### config.mk
export PLATFORM = sky130hd
export DESIGN_NAME = fetch_stage_vp
export DESIGN_NICKNAME = d
export VERILOG_FILES = /design/src/rtl/fetch_pkg_vP.sv /design/src/rtl/fetch_stage_vp.sv
export SDC_FILE = /design/constraint.sdc
export NUM_CORES = 1
export LEC_CHECK = 0
export CORE_MARGIN = 2
export CORE_UTILIZATION = 50
export CTS_CLUSTER_SIZE = 10
export DETAILED_ROUTE_END_ITERATION = 10
export PLACE_DENSITY = 0.85
export REMOVE_ABC_BUFFERS = 1
export SETUP_SLACK_MARGIN = 0.2
export SLEW_MARGIN = 20
export SYNTH_ARGS = -nofsm -noshare
export SYNTH_HDL_FRONTEND = slang
export SYNTH_SLANG_ARGS = --single-unit
### constraint.sdc
create_clock -name clock -period 5.4 [get_ports clock]
set_input_delay 0.81 -clock clock [delete_from_list [all_inputs] [get_ports clock]]
set_output_delay 0.81 -clock clock [all_outputs]
set_load 0.02 [all_outputs]
### src/rtl/fetch_pkg_vP.sv
// Shared types and constants for the RV32I instruction-fetch stage.
// Optional feature macro: FETCH_MISALIGN_TRAP_EN (adds the TRAP state).
package fetch_pkg_vP;

  localparam int          INSTR_W          = 32;
  localparam logic [31:0] RESET_PC_DEFAULT = 32'h0000_0000;

`ifdef FETCH_MISALIGN_TRAP_EN
  typedef enum logic [2:0] {
    ST_IDLE,
    ST_REQUEST,
    ST_WAIT,
    ST_HOLD,
    ST_TRAP
  } fetch_state_t;
`else
  typedef enum logic [2:0] {
    ST_IDLE,
    ST_REQUEST,
    ST_WAIT,
    ST_HOLD
  } fetch_state_t;
`endif

  // Sequential PC increment; wraps modulo 2^32.
  function automatic logic [31:0] pc_inc(input logic [31:0] pc);
    return pc + 32'd4;
  endfunction

endpackage

### src/rtl/fetch_stage_vp.sv
// Instruction-fetch stage: owns the fetch PC, keeps at most one request in
// flight to instruction memory and presents a registered instruction/PC/PC+4
// bundle to the IF/ID pipe register. Execute-stage redirects win over
// everything and discard any stale in-flight response via the drop flag.
// Optional feature macro: FETCH_MISALIGN_TRAP_EN (misaligned redirect targets
// park the stage in TRAP and raise the sticky fetch_misaligned flag; without
// it the low two target bits are forced to zero).
module fetch_stage_vp
  import fetch_pkg_vP::*;
#(
  parameter logic [31:0] RESET_PC = RESET_PC_DEFAULT
) (
  input  logic               clock,
  input  logic               sync_reset,
  input  logic               enabler,
  input  logic               redirect,
  input  logic [31:0]        redirect_target,
  output logic               imem_req_valid,
  input  logic               imem_req_ready,
  output logic [31:0]        imem_req_addr,
  input  logic               imem_rsp_valid,
  input  logic [INSTR_W-1:0] imem_rsp_data,
  output logic [INSTR_W-1:0] instruction_F,
  output logic [31:0]        PC_F,
  output logic [31:0]        PC_plus_4_F,
  output logic               valid_F,
  output logic               fetch_misaligned
);

  fetch_state_t       r_state,    w_state_nxt;
  logic [31:0]        r_fetch_pc, w_fetch_pc_nxt;
  logic [31:0]        r_req_pc,   w_req_pc_nxt;
  logic               r_drop,     w_drop_nxt;
  logic [INSTR_W-1:0] r_instr,    w_instr_nxt;
  logic [31:0]        r_pc,       w_pc_nxt;
  logic [31:0]        r_pc4,      w_pc4_nxt;
  logic               r_valid,    w_valid_nxt;

  logic [31:0]        w_target;
  logic               w_hs;
  logic               w_pending;
  logic               w_inflight_nxt;

`ifdef FETCH_MISALIGN_TRAP_EN
  logic               r_misaligned, w_misaligned_nxt;
  logic               w_target_misaligned;

  assign w_target            = redirect_target;
  assign w_target_misaligned = (redirect_target[1:0] != 2'b00);
  // A request is still in flight in WAIT, or in TRAP while a drain is pending.
  assign w_pending           = (r_state == ST_WAIT) || ((r_state == ST_TRAP) && r_drop);
  assign fetch_misaligned    = r_misaligned;
`else
  // Low bits are masked so a redirect can never produce a misaligned fetch.
  assign w_target         = redirect_target & 32'hFFFF_FFFC;
  assign w_pending        = (r_state == ST_WAIT);
  assign fetch_misaligned = 1'b0;
`endif

  assign imem_req_valid = (r_state == ST_REQUEST);
  assign imem_req_addr  = r_fetch_pc;
  assign w_hs           = imem_req_valid && imem_req_ready;
  // True when a response will still be owed to us after this edge.
  assign w_inflight_nxt = w_hs || (w_pending && !imem_rsp_valid);

  assign instruction_F = r_instr;
  assign PC_F          = r_pc;
  assign PC_plus_4_F   = r_pc4;
  assign valid_F       = r_valid;

  // Next-state and next-datapath decode; redirect overrides every state.
  always_comb begin
    w_state_nxt    = r_state;
    w_fetch_pc_nxt = r_fetch_pc;
    w_req_pc_nxt   = r_req_pc;
    w_drop_nxt     = r_drop;
    w_instr_nxt    = r_instr;
    w_pc_nxt       = r_pc;
    w_pc4_nxt      = r_pc4;
    w_valid_nxt    = r_valid;
`ifdef FETCH_MISALIGN_TRAP_EN
    w_misaligned_nxt = r_misaligned;
`endif

    if (redirect) begin
      w_fetch_pc_nxt = w_target;
      w_valid_nxt    = 1'b0;
      // Anything still owed by memory belongs to the old path and is dropped.
      w_drop_nxt     = w_inflight_nxt;
`ifdef FETCH_MISALIGN_TRAP_EN
      if (w_target_misaligned) begin
        w_state_nxt      = ST_TRAP;
        w_misaligned_nxt = 1'b1;
      end else begin
        w_state_nxt      = w_inflight_nxt ? ST_WAIT : ST_REQUEST;
        w_misaligned_nxt = 1'b0;
      end
`else
      w_state_nxt = w_inflight_nxt ? ST_WAIT : ST_REQUEST;
`endif
    end else begin
      case (r_state)
        ST_IDLE: begin
          w_state_nxt = ST_REQUEST;
        end
        ST_REQUEST: begin
          if (w_hs) begin
            w_req_pc_nxt = r_fetch_pc;
            w_state_nxt  = ST_WAIT;
          end
        end
        ST_WAIT: begin
          if (imem_rsp_valid) begin
            if (r_drop) begin
              w_drop_nxt  = 1'b0;
              w_state_nxt = ST_REQUEST;
            end else begin
              w_instr_nxt    = imem_rsp_data;
              w_pc_nxt       = r_req_pc;
              w_pc4_nxt      = pc_inc(r_req_pc);
              w_valid_nxt    = 1'b1;
              w_fetch_pc_nxt = pc_inc(r_req_pc);
              w_state_nxt    = ST_HOLD;
            end
          end
        end
        ST_HOLD: begin
          if (enabler) begin
            w_valid_nxt = 1'b0;
            w_state_nxt = ST_REQUEST;
          end
        end
`ifdef FETCH_MISALIGN_TRAP_EN
        ST_TRAP: begin
          if (r_drop && imem_rsp_valid) begin
            w_drop_nxt = 1'b0;
          end
        end
`endif
        default: begin
          w_state_nxt = ST_IDLE;
        end
      endcase
    end
  end

  // State, PC tracking and the registered IF/ID bundle.
  always_ff @(posedge clock) begin
    if (!sync_reset) begin
      r_state    <= ST_IDLE;
      r_fetch_pc <= RESET_PC;
      r_req_pc   <= 32'h0;
      r_drop     <= 1'b0;
      r_instr    <= '0;
      r_pc       <= 32'h0;
      r_pc4      <= 32'h0;
      r_valid    <= 1'b0;
`ifdef FETCH_MISALIGN_TRAP_EN
      r_misaligned <= 1'b0;
`endif
    end else begin
      r_state    <= w_state_nxt;
      r_fetch_pc <= w_fetch_pc_nxt;
      r_req_pc   <= w_req_pc_nxt;
      r_drop     <= w_drop_nxt;
      r_instr    <= w_instr_nxt;
      r_pc       <= w_pc_nxt;
      r_pc4      <= w_pc4_nxt;
      r_valid    <= w_valid_nxt;
`ifdef FETCH_MISALIGN_TRAP_EN
      r_misaligned <= w_misaligned_nxt;
`endif
    end
  end

endmodule

==> metrics.sh <==
PLACE_CONGESTION=0.798
LOGIC_DEPTH_OF_THE_WORST_SETUP_PATH_INCLUDING_BUFFERS=7
INSERTEDDIODECOUNT=0
NETLIST_INSTANCES=839
H-TREE-DEPTH=4
CP_TOP_FAMILY='buffers and inverters'
CRIT_TYPE='input pin to flip-flop'
FINALSETUPVIOLATIONS=0
TIMING.CRITICAL_PATH.REQUIRED_NS=5.74
DETAILED_PLACE.AREA_UM2=8550
DR.PASS1.ITERS=7
SKEW_NS=0.00541
MAX-VDD-IR-DROP_V=0.000182
INITIAL_STANDARD_CELL_UTILIZATION_OF_THE_CORE_PCT=51.6
CTS_TREE='built'
CTS_HOLD_FIX_BUFS=0
LARGEST_STAGE_DELAY_ON_THE_CRITICAL_PATH_NS=0.58
MIN_PERIOD_NS=2.84
MIN_PERIOD_OVER_PERIOD_PCT=52.6
TIMING.SLEW.HEADROOM_PCT=38.6
ANTENNA_FOUND_INITIAL=0
SYNTH-SEQ-AREA-SHARE_PCT=49.4
PROPORTION_OF_LAYOUT_CELLS_WITH_A_DRIVE_SUFFIX_ABOVE_1_PCT=5.48
DIE-HEIGHT_UM=119
DIE_W_UM=119
POSTCTSSETUPREPAIRBUFS=0
YOSYS_MOST_USED_DFF='dfxtp_1'
GROUTE.USAGE.OVERALL_PCT=25.5
RSZ0062_AT_GRT='false'
ROW_COUNT=41
YOSYS.CELL_TYPES.COUNT=50
FLOORPLAN.DIE_AREA_UM2=14100
POST_SYNTH_INSTANCE_AREA_UM2=6560
FINAL_COUNT_OF_PINS_VIOLATING_MAX_SLEW=0
SYNTH_WARN=0
CORE_REGION_AREA_UM2=12700
FINAL-INSTANCE-COUNT-EXCL-FILL=1175
GRT_FIRST_PASS_WIRELENGTH_UM=29100
HOLD_CRIT_ENDPOINT='instruction_F[5]'
FINAL_AREA_UM2=9110
CP.BUFFERS_INVERTERS=3
CP_MAX_FO=33
WORST_PATH_MAX_DELAY_CELL='nor2_4'
HOLDCRITSTARTPOINT='instruction_F[5]'
FIN_WS_NS=2.56
STATUS='completed'
GRT_START_MAX_NET_PINS=89
YOSYS_REGISTER_BITS=162
POST_CTS.RESIZED_INSTANCES=0
DETAILEDROUTE.FIRSTITERATIONVIOLATIONS=601
POSTSYNTHAREAPERCELL_UM2=7.82
DPL.CELL_COUNT=1145
MULTIINPUTGATEAREA_UM2=3010
FINAL.FILL_COUNT=1017
CLK_TRANSITION_REPORTED_PATHS_NS=0.06
CP_COMMON_CELL='buf_4'
WL_PER_CELL_UM=15.4
WORSTREGTOREGCELLS=6
WORSTMARGINPINSLEW_NS=0.921
TIMING.HOLD.WORST.CLASS='flip-flop to flip-flop'
NUMBER_OF_ENABLE_FLIP_FLOP_CELLS_AFTER_SYNTHESIS=0
TIMING.CRITICAL_PATH.TO_TYPE='flip-flop'
FINAL-HOLD-VIOLATION-COUNT=0
DPL.HPWL_UM=11900
POWERDENSITY_nW_PER_UM2=286
NUM_IO_PINS=201
CTS-BUFFERS-INSERTED=17
WORST_HOLD_SLACK_NS=0.452
SYN2LAYOUT_AREA_GROWTH_PCT=38.9
GLOBALROUTEOVERFLOWTOTAL=0
REG2REG_TO='imem_req_addr[30]'
FIRST_GLOBAL_VIAS=5801
POST-SYNTH-TOP-AREA-FRACTION_PCT=49.4
CRITICAL_PATH.STARTPOINT_TYPE='input pin'
TOTAL_DRC_ERRORS_IN_THE_ROUTED_LAYOUT=0
TIMING.CRITICAL_PATH.ARRIVAL_NS=3.18
YS_TOP_CELLS_BY_AREA='dfxtp_1 (49%), nand2_1 (14%), a21oi_1 (12%)'
POST-ROUTE-UTIL_PCT=71.6
PLACE_WS_NS=2.12
STANDBY_LEAKAGE_POWER_nW=3.01
VIAS_POST_DR=6310
PATH_CELLS='clkdlybuf4s50_1 > nand4bb_1 > buf_4 > nor2_4 > buf_4 > nand2_1 > o22ai_1'
HOLDPATHSTAGES=2
MAXCAPVIOLCOUNT=0
CTSLONGESTPATHBUFFERS=2
CTS_SINKS=162
SYNTH_TOP_AREA_CELL='dfxtp_1'
CRIT_PATH_START='imem_rsp_valid'
REGAREA_UM2=3240
DESIGN.FINAL.NETS=1063
AVGVIACOUNTPERCELL=5.37
ASYNCSETRESETFLOPFRACSYNTH_PCT=0
R2R-START='r_req_pc[2]'
PLACEMENT.IO_BUFFERS=197
CLOCK.FMAX_MHz=352
WORSTSKEWPAIRLATENCY_NS=0.42
WL_UM=18100
DRT.ANTENNA.VIOLATING_NETS=0
REGTOREGSETUPSLACK_NS=2.98
CLOCKROOTBUFFER='clkbuf_16'
==> worst min-delay path, cell delays in order (launching register included) <==
cell and delay [ns]:
dfxtp_1 0.31, nand2_1 0.05, a21oi_1 0.05
==> synth_stat cells (2+ instances only) <==
master      n
nand2_1   246
dfxtp_1   162
a21oi_1   151
clkbuf_1   56
nor2_1     43
o21ai_0    22
nor3_1     17
a211oi_1   14
xnor2_1    13
nand3_1    10
nand4_1     7
a211o_1     6
buf_2       6
inv_1       6
o21a_1      6
xor2_1      5
a31oi_1     4
and3_1      4
buf_1       4
buf_4       4
o22ai_1     4
buf_6       3
nor2b_1     3
nor3b_1     3
nor4_1      3
nor4b_1     3
or3_1       3
and2_1      2
and4_1      2
and4_4      2
nand2b_1    2
nand3_2     2
o311ai_0    2
o31a_1      2
or4_4       2
==> report_power, final <==
part	switching, mW	internal [mW]
clock network	0.453	0.700
logic	0.108	0.102
registers	0.0210	1.22
total	0.581	2.02
==> kinds of logic after synthesis <==
kind of cell             after synthesis  synth area share [%]
flip-flops                           162                  49.4
multiplexers                           1                 0.172
buffers and inverters                 79                  5.21
AND/OR/NAND/NOR                      361                  24.3
adder cells (fa/ha/maj)                1                 0.191
XOR/XNOR                              18                  2.40
other                                  1                0.0572
AO/OA/AOI/OAI                        216                  18.2
==> flip-flops by register name (all words and copies together) (netlist names) <==
register	cells
PC_F	32
r_state	2
instruction_F	32
r_req_pc	32
PC_plus_4_F	30
r_drop	1
imem_req_addr	32
valid_F	1
==> stage by stage <==
step / TNS (ns) / power [mW]
after global placement: 0 / 1.47
after CTS: 0 / 2.61
final: 0 / 2.60
after global routing: 0 / 2.69
after floorplan: -14.26 / 1.35
after detailed placement: 0 / 1.47
==> cell type report <==
class	instances	area share (%)
Sequential cell	162	35.6
Multi-Input combinational cell	598	33.0
Timing Repair Buffer	207	22.5
Clock buffer	25	5.66
Tap cell	172	2.36
Clock inverter	5	0.549
Inverter	6	0.275
==> cells in the final DEF, fill, tap and decap left out, types with 2 or more instances in the layout <==
cell | netlist | routed
nor2_1 | 43 | 41
o22ai_1 | 4 | 4
nor4_1 | 3 | 3
nand2_1 | 246 | 246
or3_1 | 3 | 3
clkdlybuf4s50_1 | 0 | 196
o311ai_0 | 2 | 2
o31a_1 | 2 | 2
a31oi_1 | 4 | 4
a21oi_1 | 151 | 151
nand4_1 | 7 | 7
nand3_1 | 10 | 10
and4_4 | 2 | 2
inv_1 | 6 | 5
nor2b_1 | 3 | 3
clkinv_2 | 0 | 4
o21a_1 | 6 | 6
nor3b_1 | 3 | 3
clkbuf_16 | 0 | 17
clkbuf_8 | 0 | 6
a211oi_1 | 14 | 14
or4_4 | 2 | 2
buf_4 | 4 | 9
xor2_1 | 5 | 5
nor4b_1 | 3 | 3
xnor2_1 | 13 | 13
clkbuf_1 | 56 | 2
o21ai_0 | 22 | 22
nand3_2 | 2 | 2
nor3_1 | 17 | 17
a211o_1 | 6 | 6
and4_1 | 2 | 2
and3_1 | 4 | 4
dfxtp_1 | 162 | 162
and2_1 | 2 | 2
==> worst max path at each step <==
stage / end / slack (ns)
floorplan: PC_plus_4_F[30] / -0.46
global placement: imem_req_addr[29] / 2.17
detailed placement: imem_req_addr[25] / 2.12
CTS: imem_req_addr[25] / 2.55
global route: imem_req_addr[24] / 2.34
finish: imem_req_addr[25] / 2.56
==> routing by layer <==
layer | GRT usage (%) | wire length (um) | vias up
li1 | - | - | 3133
met1 | 32.7 | 7750 | 2898
met2 | 41.8 | 8610 | 255
met3 | 6.71 | 1490 | 24
met4 | 8.26 | 265 | 0
met5 | 0 | 0 | -
Note: power is estimated with default switching activity, not from simulation.
